--- src/rtl/riscv_pkg.sv ---
// Shared LSU definitions: RV32 funct3 codes, FSM state encoding and the byte-lane shift helper.
package riscv_pkg;

    localparam logic [2:0] F3_B  = 3'b000;
    localparam logic [2:0] F3_H  = 3'b001;
    localparam logic [2:0] F3_W  = 3'b010;
    localparam logic [2:0] F3_BU = 3'b100;
    localparam logic [2:0] F3_HU = 3'b101;

    typedef enum logic [1:0] {
        StIdle,
        StLoad,
        StRmw
    } lsu_state_e;

    // Bit offset of the byte lane selected by addr[1:0].
    function automatic logic [4:0] lane_shift(input logic [1:0] lane);
        return {lane, 3'b000};
    endfunction

endpackage

--- src/rtl/lsu_align.sv ---
// Combinational lane logic: load extract/extend and sub-word store merge into a RAM word.
module lsu_align
    import riscv_pkg::*;
(
    input  logic [2:0]  funct3_i,
    input  logic [1:0]  lane_i,
    input  logic [31:0] rdata_i,
    input  logic [31:0] wdata_i,
    output logic [31:0] load_data_o,
    output logic [31:0] store_data_o
);

    logic [4:0]  shift;
    logic [31:0] shifted;
    logic [31:0] size_mask;

    always_comb begin
        shift   = lane_shift(lane_i);
        shifted = rdata_i >> shift;

        load_data_o = '0;
        case (funct3_i)
            F3_B:    load_data_o = {{24{shifted[7]}}, shifted[7:0]};
            F3_H:    load_data_o = {{16{shifted[15]}}, shifted[15:0]};
            F3_W:    load_data_o = shifted;
            F3_BU:   load_data_o = {24'b0, shifted[7:0]};
            F3_HU:   load_data_o = {16'b0, shifted[15:0]};
            default: load_data_o = '0;
        endcase

        case (funct3_i)
            F3_B:    size_mask = 32'h0000_00ff;
            F3_H:    size_mask = 32'h0000_ffff;
            default: size_mask = 32'hffff_ffff;
        endcase

        // Keep the untouched lanes of the old word, drop the new bytes into the selected lane.
        store_data_o = (rdata_i & ~(size_mask << shift)) | ((wdata_i & size_mask) << shift);
    end

endmodule

--- src/rtl/lsu_mem_ctrl.sv ---
// RV32 load/store controller for a word-wide RAM without byte enables (sub-word stores use RMW).
// Optional LSU_RANGE_CHECK_EN: byte addresses beyond the RAM produce an error response.
module lsu_mem_ctrl
    import riscv_pkg::*;
#(
    parameter int unsigned DATA_WIDTH = 32,
    parameter int unsigned ADDR_WIDTH = 12
) (
    input  logic                  clk,
    input  logic                  rst,
    input  logic                  req_valid_i,
    output logic                  req_ready_o,
    input  logic                  req_we_i,
    input  logic [2:0]            req_funct3_i,
    input  logic [31:0]           req_addr_i,
    input  logic [31:0]           req_wdata_i,
    output logic                  rsp_valid_o,
    output logic [31:0]           rsp_rdata_o,
    output logic                  rsp_err_o,
    output logic                  ram_w_en_o,
    output logic [ADDR_WIDTH-1:0] ram_w_addr_o,
    output logic [DATA_WIDTH-1:0] ram_w_data_o,
    output logic                  ram_r_en_o,
    output logic [ADDR_WIDTH-1:0] ram_r_addr_o,
    input  logic [DATA_WIDTH-1:0] ram_r_data_i
);

    lsu_state_e state_q, state_d;

    logic [2:0]            funct3_q, funct3_d;
    logic [1:0]            lane_q, lane_d;
    logic [ADDR_WIDTH-1:0] addr_q, addr_d;
    logic [31:0]           wdata_q, wdata_d;

    logic        rsp_valid_q, rsp_valid_d;
    logic [31:0] rsp_rdata_q, rsp_rdata_d;
    logic        rsp_err_q, rsp_err_d;

    logic [ADDR_WIDTH-1:0] req_word;
    logic                  req_bad_f3;
    logic                  req_misaligned;
    logic                  req_oor;
    logic                  req_err;
    logic [31:0]           load_data;
    logic [31:0]           store_data;

    assign req_word = req_addr_i[ADDR_WIDTH+1:2];

`ifdef LSU_RANGE_CHECK_EN
    assign req_oor = |req_addr_i[31:ADDR_WIDTH+2];
`else
    logic unused_addr_hi;
    assign req_oor        = 1'b0;
    assign unused_addr_hi = ^req_addr_i[31:ADDR_WIDTH+2];
`endif

    always_comb begin
        req_bad_f3     = 1'b0;
        req_misaligned = 1'b0;
        case (req_funct3_i)
            F3_B:    req_bad_f3 = 1'b0;
            F3_H:    req_misaligned = req_addr_i[0];
            F3_W:    req_misaligned = |req_addr_i[1:0];
            F3_BU:   req_bad_f3 = req_we_i;
            F3_HU: begin
                req_bad_f3     = req_we_i;
                req_misaligned = req_addr_i[0];
            end
            default: req_bad_f3 = 1'b1;
        endcase
        req_err = req_bad_f3 | req_misaligned | req_oor;
    end

    lsu_align u_align (
        .funct3_i     (funct3_q),
        .lane_i       (lane_q),
        .rdata_i      (ram_r_data_i),
        .wdata_i      (wdata_q),
        .load_data_o  (load_data),
        .store_data_o (store_data)
    );

    always_comb begin
        state_d      = state_q;
        funct3_d     = funct3_q;
        lane_d       = lane_q;
        addr_d       = addr_q;
        wdata_d      = wdata_q;
        rsp_valid_d  = 1'b0;
        rsp_rdata_d  = '0;
        rsp_err_d    = 1'b0;
        req_ready_o  = 1'b0;
        ram_w_en_o   = 1'b0;
        ram_w_addr_o = addr_q;
        ram_w_data_o = store_data;
        ram_r_en_o   = 1'b0;
        ram_r_addr_o = addr_q;

        unique case (state_q)
            StIdle: begin
                req_ready_o  = !rst;
                ram_w_addr_o = req_word;
                ram_w_data_o = req_wdata_i;
                ram_r_addr_o = req_word;
                if (req_valid_i && !rst) begin
                    if (req_err) begin
                        rsp_valid_d = 1'b1;
                        rsp_err_d   = 1'b1;
                    end else if (req_we_i && (req_funct3_i == F3_W)) begin
                        ram_w_en_o  = 1'b1;
                        rsp_valid_d = 1'b1;
                    end else begin
                        ram_r_en_o = 1'b1;
                        funct3_d   = req_funct3_i;
                        lane_d     = req_addr_i[1:0];
                        addr_d     = req_word;
                        wdata_d    = req_wdata_i;
                        state_d    = req_we_i ? StRmw : StLoad;
                    end
                end
            end
            StLoad: begin
                rsp_valid_d = 1'b1;
                rsp_rdata_d = load_data;
                state_d     = StIdle;
            end
            StRmw: begin
                // Gated by rst so a reset landing mid-RMW never writes a half-merged word.
                ram_w_en_o  = !rst;
                rsp_valid_d = 1'b1;
                state_d     = StIdle;
            end
            default: state_d = StIdle;
        endcase
    end

    always_ff @(posedge clk or posedge rst) begin
        if (rst) begin
            state_q     <= StIdle;
            funct3_q    <= '0;
            lane_q      <= '0;
            addr_q      <= '0;
            wdata_q     <= '0;
            rsp_valid_q <= 1'b0;
            rsp_rdata_q <= '0;
            rsp_err_q   <= 1'b0;
        end else begin
            state_q     <= state_d;
            funct3_q    <= funct3_d;
            lane_q      <= lane_d;
            addr_q      <= addr_d;
            wdata_q     <= wdata_d;
            rsp_valid_q <= rsp_valid_d;
            rsp_rdata_q <= rsp_rdata_d;
            rsp_err_q   <= rsp_err_d;
        end
    end

    assign rsp_valid_o = rsp_valid_q;
    assign rsp_rdata_o = rsp_rdata_q;
    assign rsp_err_o   = rsp_err_q;

endmodule

--- config.mk ---
export PLATFORM = sky130hd
export DESIGN_NAME = lsu_mem_ctrl
export DESIGN_NICKNAME = d
export VERILOG_FILES = /design/src/rtl/riscv_pkg.sv /design/src/rtl/lsu_align.sv /design/src/rtl/lsu_mem_ctrl.sv
export SDC_FILE = /design/constraint.sdc
export NUM_CORES = 1
export LEC_CHECK = 0
export ABC_CLOCK_PERIOD_IN_PS = 3700
export CAP_MARGIN = 20
export CORE_MARGIN = 3
export CORE_UTILIZATION = 40
export CTS_BUF_LIST = sky130_fd_sc_hd__clkbuf_2 sky130_fd_sc_hd__clkbuf_4 sky130_fd_sc_hd__clkbuf_8
export DETAILED_ROUTE_END_ITERATION = 10
export GPL_TIMING_DRIVEN = 0
export PLACE_DENSITY = 0.77
export SLEW_MARGIN = 15
export SYNTH_ARGS = -nofsm -noshare
export SYNTH_HDL_FRONTEND = slang
export SYNTH_HIERARCHICAL = 1
export SYNTH_SLANG_ARGS = --single-unit
--- constraint.sdc ---
create_clock -name clk -period 3.7 [get_ports clk]
set_input_delay 0.74 -clock clk [delete_from_list [all_inputs] [get_ports clk]]
set_output_delay 0.74 -clock clk [all_outputs]
set_load 0.005 [all_outputs]
==> flow_metrics.env <==
export IMPL_swShare_pct=38.9
export IMPL_p_seq_share_pct=26.0
export IMPL_path_class="reg2out"
export IMPL_fin_crit_sh_pct=99.3
export IMPL_maxCapViolations=0
export IMPL_die_area_mm2=0.0152
export IMPL_crit_chain="buf_2 > buf_1 > o21ai_0 > a221o_1 > mux2_2 > clkdlybuf4s50_1"
export IMPL_drt_first_pass_iters=5
export IMPL_pwr_share_comb_pct=63.5
export IMPL_tritoncts="built"
export IMPL_area_growth_pct=40.2
export IMPL_status="complete, no violations"
export IMPL_overflow=0
export IMPL_drc=0
export IMPL_path_buf_inv=3
export IMPL_finalMaxSlewViolations=0
export IMPL_r2r_slack_ns=1.65
export IMPL_ff_latch_area_mm2=0.00213
export IMPL_p_leak_nw=3.48
export IMPL_grtUsageTotal_pct=23.4
export IMPL_max_stage_delay_ns=0.57
export IMPL_tightest_slew_ns=0.737
export IMPL_netlist_area_leader_share_pct=38.5
export IMPL_hold_viol=0
export IMPL_path_max_fanout=10
export IMPL_grt_pass1_vias=5078
export IMPL_synth_top_cell_by_area="dfrtp_1"
export IMPL_vdd_drop_max_uv=415
export IMPL_final_cells=879
export IMPL_synth_ff_type="dfrtp_1"
export IMPL_arrival_ns=2.93
export IMPL_cts_max_level=3
export IMPL_hp_class="reg2reg"
export IMPL_clkSlewWorstSetupHoldPaths_ns=0.08
export IMPL_drive_above_1_share_pct=22.9
export IMPL_clockBufferDepth=2
export IMPL_maxSlewHeadroom_pct=50.8
export IMPL_synthCells=510
export IMPL_crit_family="buffers and inverters"
export IMPL_die_w_um=123
export IMPL_crit_path_top_delay_cell="buf_1"
export IMPL_wl_per_cell_um=20.4
export IMPL_initialDrtViolationCount=509
export IMPL_synth_avg_cell_area_um2=10.8
export IMPL_synthTopCellsByArea="dfrtp_1, mux2_4, mux2_2"
export IMPL_end_kind="output port"
export IMPL_synth_edff_count=0
export IMPL_final_cell_area_mm2=0.00774
export IMPL_r2r_cells=7
export IMPL_tns_ns=0
export IMPL_synthesis_area_mm2=0.00552
export IMPL_hpwl_um=13800
export IMPL_n_fill_cell=1137
export IMPL_ys_async_sr_fraction_pct=100
export IMPL_synthDistinctLibCells=48
export IMPL_n_antenna_cell=0
export IMPL_yosysSeqAreaShare_pct=38.5
export IMPL_multi_input_area_mm2=0.00307
export IMPL_grt_pass1_wl_um=27200
export IMPL_cts_buffers=9
export IMPL_io_buffers=176
export IMPL_max_freq_ghz=0.272
export IMPL_hp_start="addr_q[3]"
export IMPL_r2r_start="lane_q[0]"
export IMPL_finClkSkew_ns=0.00979
export IMPL_place_congestion=0.957
export IMPL_finalCriticalPeriod_ns=3.67
export IMPL_placed_cell_area_mm2=0.00753
export IMPL_clock_power_share_pct=10.5
export IMPL_setup_viol=0
export IMPL_postLayoutCoreUtil_pct=58.0
export IMPL_postRouteAntennaNets=0
export IMPL_drt_vias_per_instance=5.58
export IMPL_hold_depth=1
export IMPL_core_area_mm2=0.0133
export IMPL_powerDensity_mw_per_mm2=788
export IMPL_grt_max_degree=50
export IMPL_wirelength_um=18000
export IMPL_place_inst=863
export IMPL_cts_sinks=85
export IMPL_fin_nets=805
export IMPL_clockRootBuffer="clkbuf_8"
export IMPL_synth_seq_cells=85
export IMPL_syn_nets=617
export IMPL_start_util_pct=41.4
export IMPL_dieHeight_um=123
export IMPL_antenna_found_initial=0
export IMPL_io_pins=196
export IMPL_r2r_end="rsp_rdata_o[18]"
export IMPL_yosysWarningCount=6
export IMPL_min_delay_worst_endpoint="addr_q[3]"
export IMPL_vias=4907
export IMPL_crit_required_ns=2.96
export IMPL_rsz0062_at_grt="yes"
export IMPL_std_cell_rows=42
export IMPL_switchingPower_w=0.00237
export IMPL_clk_latency_ns=0.38
export IMPL_start_kind="flop"
export IMPL_p_int_w=0.00373
-- area by class of cell --
class,instances,share of cell area [%]
well taps,176,2.85
inverters,6,0.323
clock inverters,2,0.210
clock buffers,14,2.25
repair buffers,177,23.1
plain buffers,49,4.06
flip-flops and latches,85,27.5
multi-input cells,370,39.7
-- timing repair --
item | 4_1_cts | 5_1_grt
gates resized for setup | 3 | 4
hold buffers | 0 | 0
setup endpoints to repair | 16 | 8
pin swaps | 0 | 0
buffers inserted | 0 | 0
-- cells in the mapped netlist (all sizes together) (2+ instances only) --
cell type  count
buf           37
a22oi          2
and3           3
nand3          9
nand4          2
o21ai         28
nand3b         4
clkbuf        12
dfrtp         85
mux2i         27
o2bb2ai        8
ha             4
a211oi        17
nand2b         2
a21oi          9
nand2         53
nor3           2
and2          34
a221o         15
nor2b         12
nor3b          3
o31ai          2
a22o           7
inv            6
nor2          15
mux2         100
-- layer usage --
layer | routed length (um) | track usage (%) | part of all wire [%] | up-vias
li1 | - | - | - | 2201
met2 | 8210 | 36.7 | 46 | 293
met5 | 0 | 0 | 0 | -
met3 | 1950 | 6.72 | 11 | 34
met4 | 411 | 9.07 | 2.3 | 0
met1 | 7400 | 30.6 | 41 | 2379
-- worst max-delay path by stage --
stage                     depth (start not counted)  slack, ns          endpoint        start
after global routing                              7     -0.003  ram_w_data_o[31]  funct3_q[1]
after floorplan                                   3       0.45        state_q[0]          rst
after CTS                                         7       0.05  ram_w_data_o[31]  funct3_q[1]
after global placement                            4      -0.94        state_q[0]          rst
final                                             6       0.03  ram_w_data_o[27]    lane_q[0]
after detailed placement                          6       0.24        ram_r_en_o          rst
-- cell families (layout without fill, tap and decap cells) --
group           count (synthesis)  in the layout  share of synthesized area, %
compound gates                 96             96                          12.6
mux                           127            127                          28.5
fa+ha+maj                       4              4                         0.907
buf+inv                        55            248                          6.05
flops                          85             85                          38.5
simple gates                  143            143                          13.5
-- flip-flops by register name, summed over array words and instances, names as in the netlist --
| register | count |
|---|---|
| funct3_q | 3 |
| rsp_rdata_o | 32 |
| rsp_err_o | 1 |
| lane_q | 2 |
| rsp_valid_o | 1 |
| state_q | 2 |
| addr_q | 12 |
| wdata_q | 32 |
-- cells in the final DEF, fill, tap and decap left out, types with 2 or more instances in the layout --
cell / n
mux2i_1: 27
nor3_1: 2
nor2_1: 13
o2bb2ai_1: 8
nor2b_1: 12
nand3b_1: 4
clkbuf_1: 11
buf_6: 9
a211oi_1: 17
dfrtp_1: 85
and2_1: 34
nand3_1: 9
a22oi_1: 2
o21ai_0: 26
mux2_2: 53
nor3b_1: 3
a22o_1: 7
clkbuf_4: 3
clkdlybuf4s50_1: 176
a221o_1: 15
nand2_1: 52
nand2b_1: 2
clkbuf_8: 11
inv_1: 5
ha_1: 4
buf_2: 10
mux2_4: 47
buf_1: 5
a21oi_1: 9
buf_4: 13
-- worst register-to-register path, cell delays in order, from the launching register on --
cell and delay (ns):
dfrtp_1 0.35, buf_2 0.24, mux2i_1 0.35, nand3b_1 0.11
o211ai_1 0.27, buf_2 0.33, o21ai_0 0.12, and2_1 0.17
-- per-stage QoR --
step	setup WS, ns	total power (W)	hold slack (ns)
after floorplan	0.446	0.00383	0.476
after global placement	-0.944	0.00528	0.493
after detailed placement	0.243	0.00536	0.491
after CTS	0.0513	0.00605	0.518
after global routing	-0.00250	0.00644	0.527
final	0.0273	0.00610	0.514
-- power groups by stage --
stage	registers [W]	logic [W]	clock network, W
floorplan	0.00150	0.00233	0
global placement	0.00157	0.00371	0
detailed placement	0.00159	0.00378	0
CTS	0.00157	0.00382	0.000657
global route	0.00163	0.00412	0.000693
finish	0.00159	0.00387	0.000640
Power figures use the tool's default switching activity.
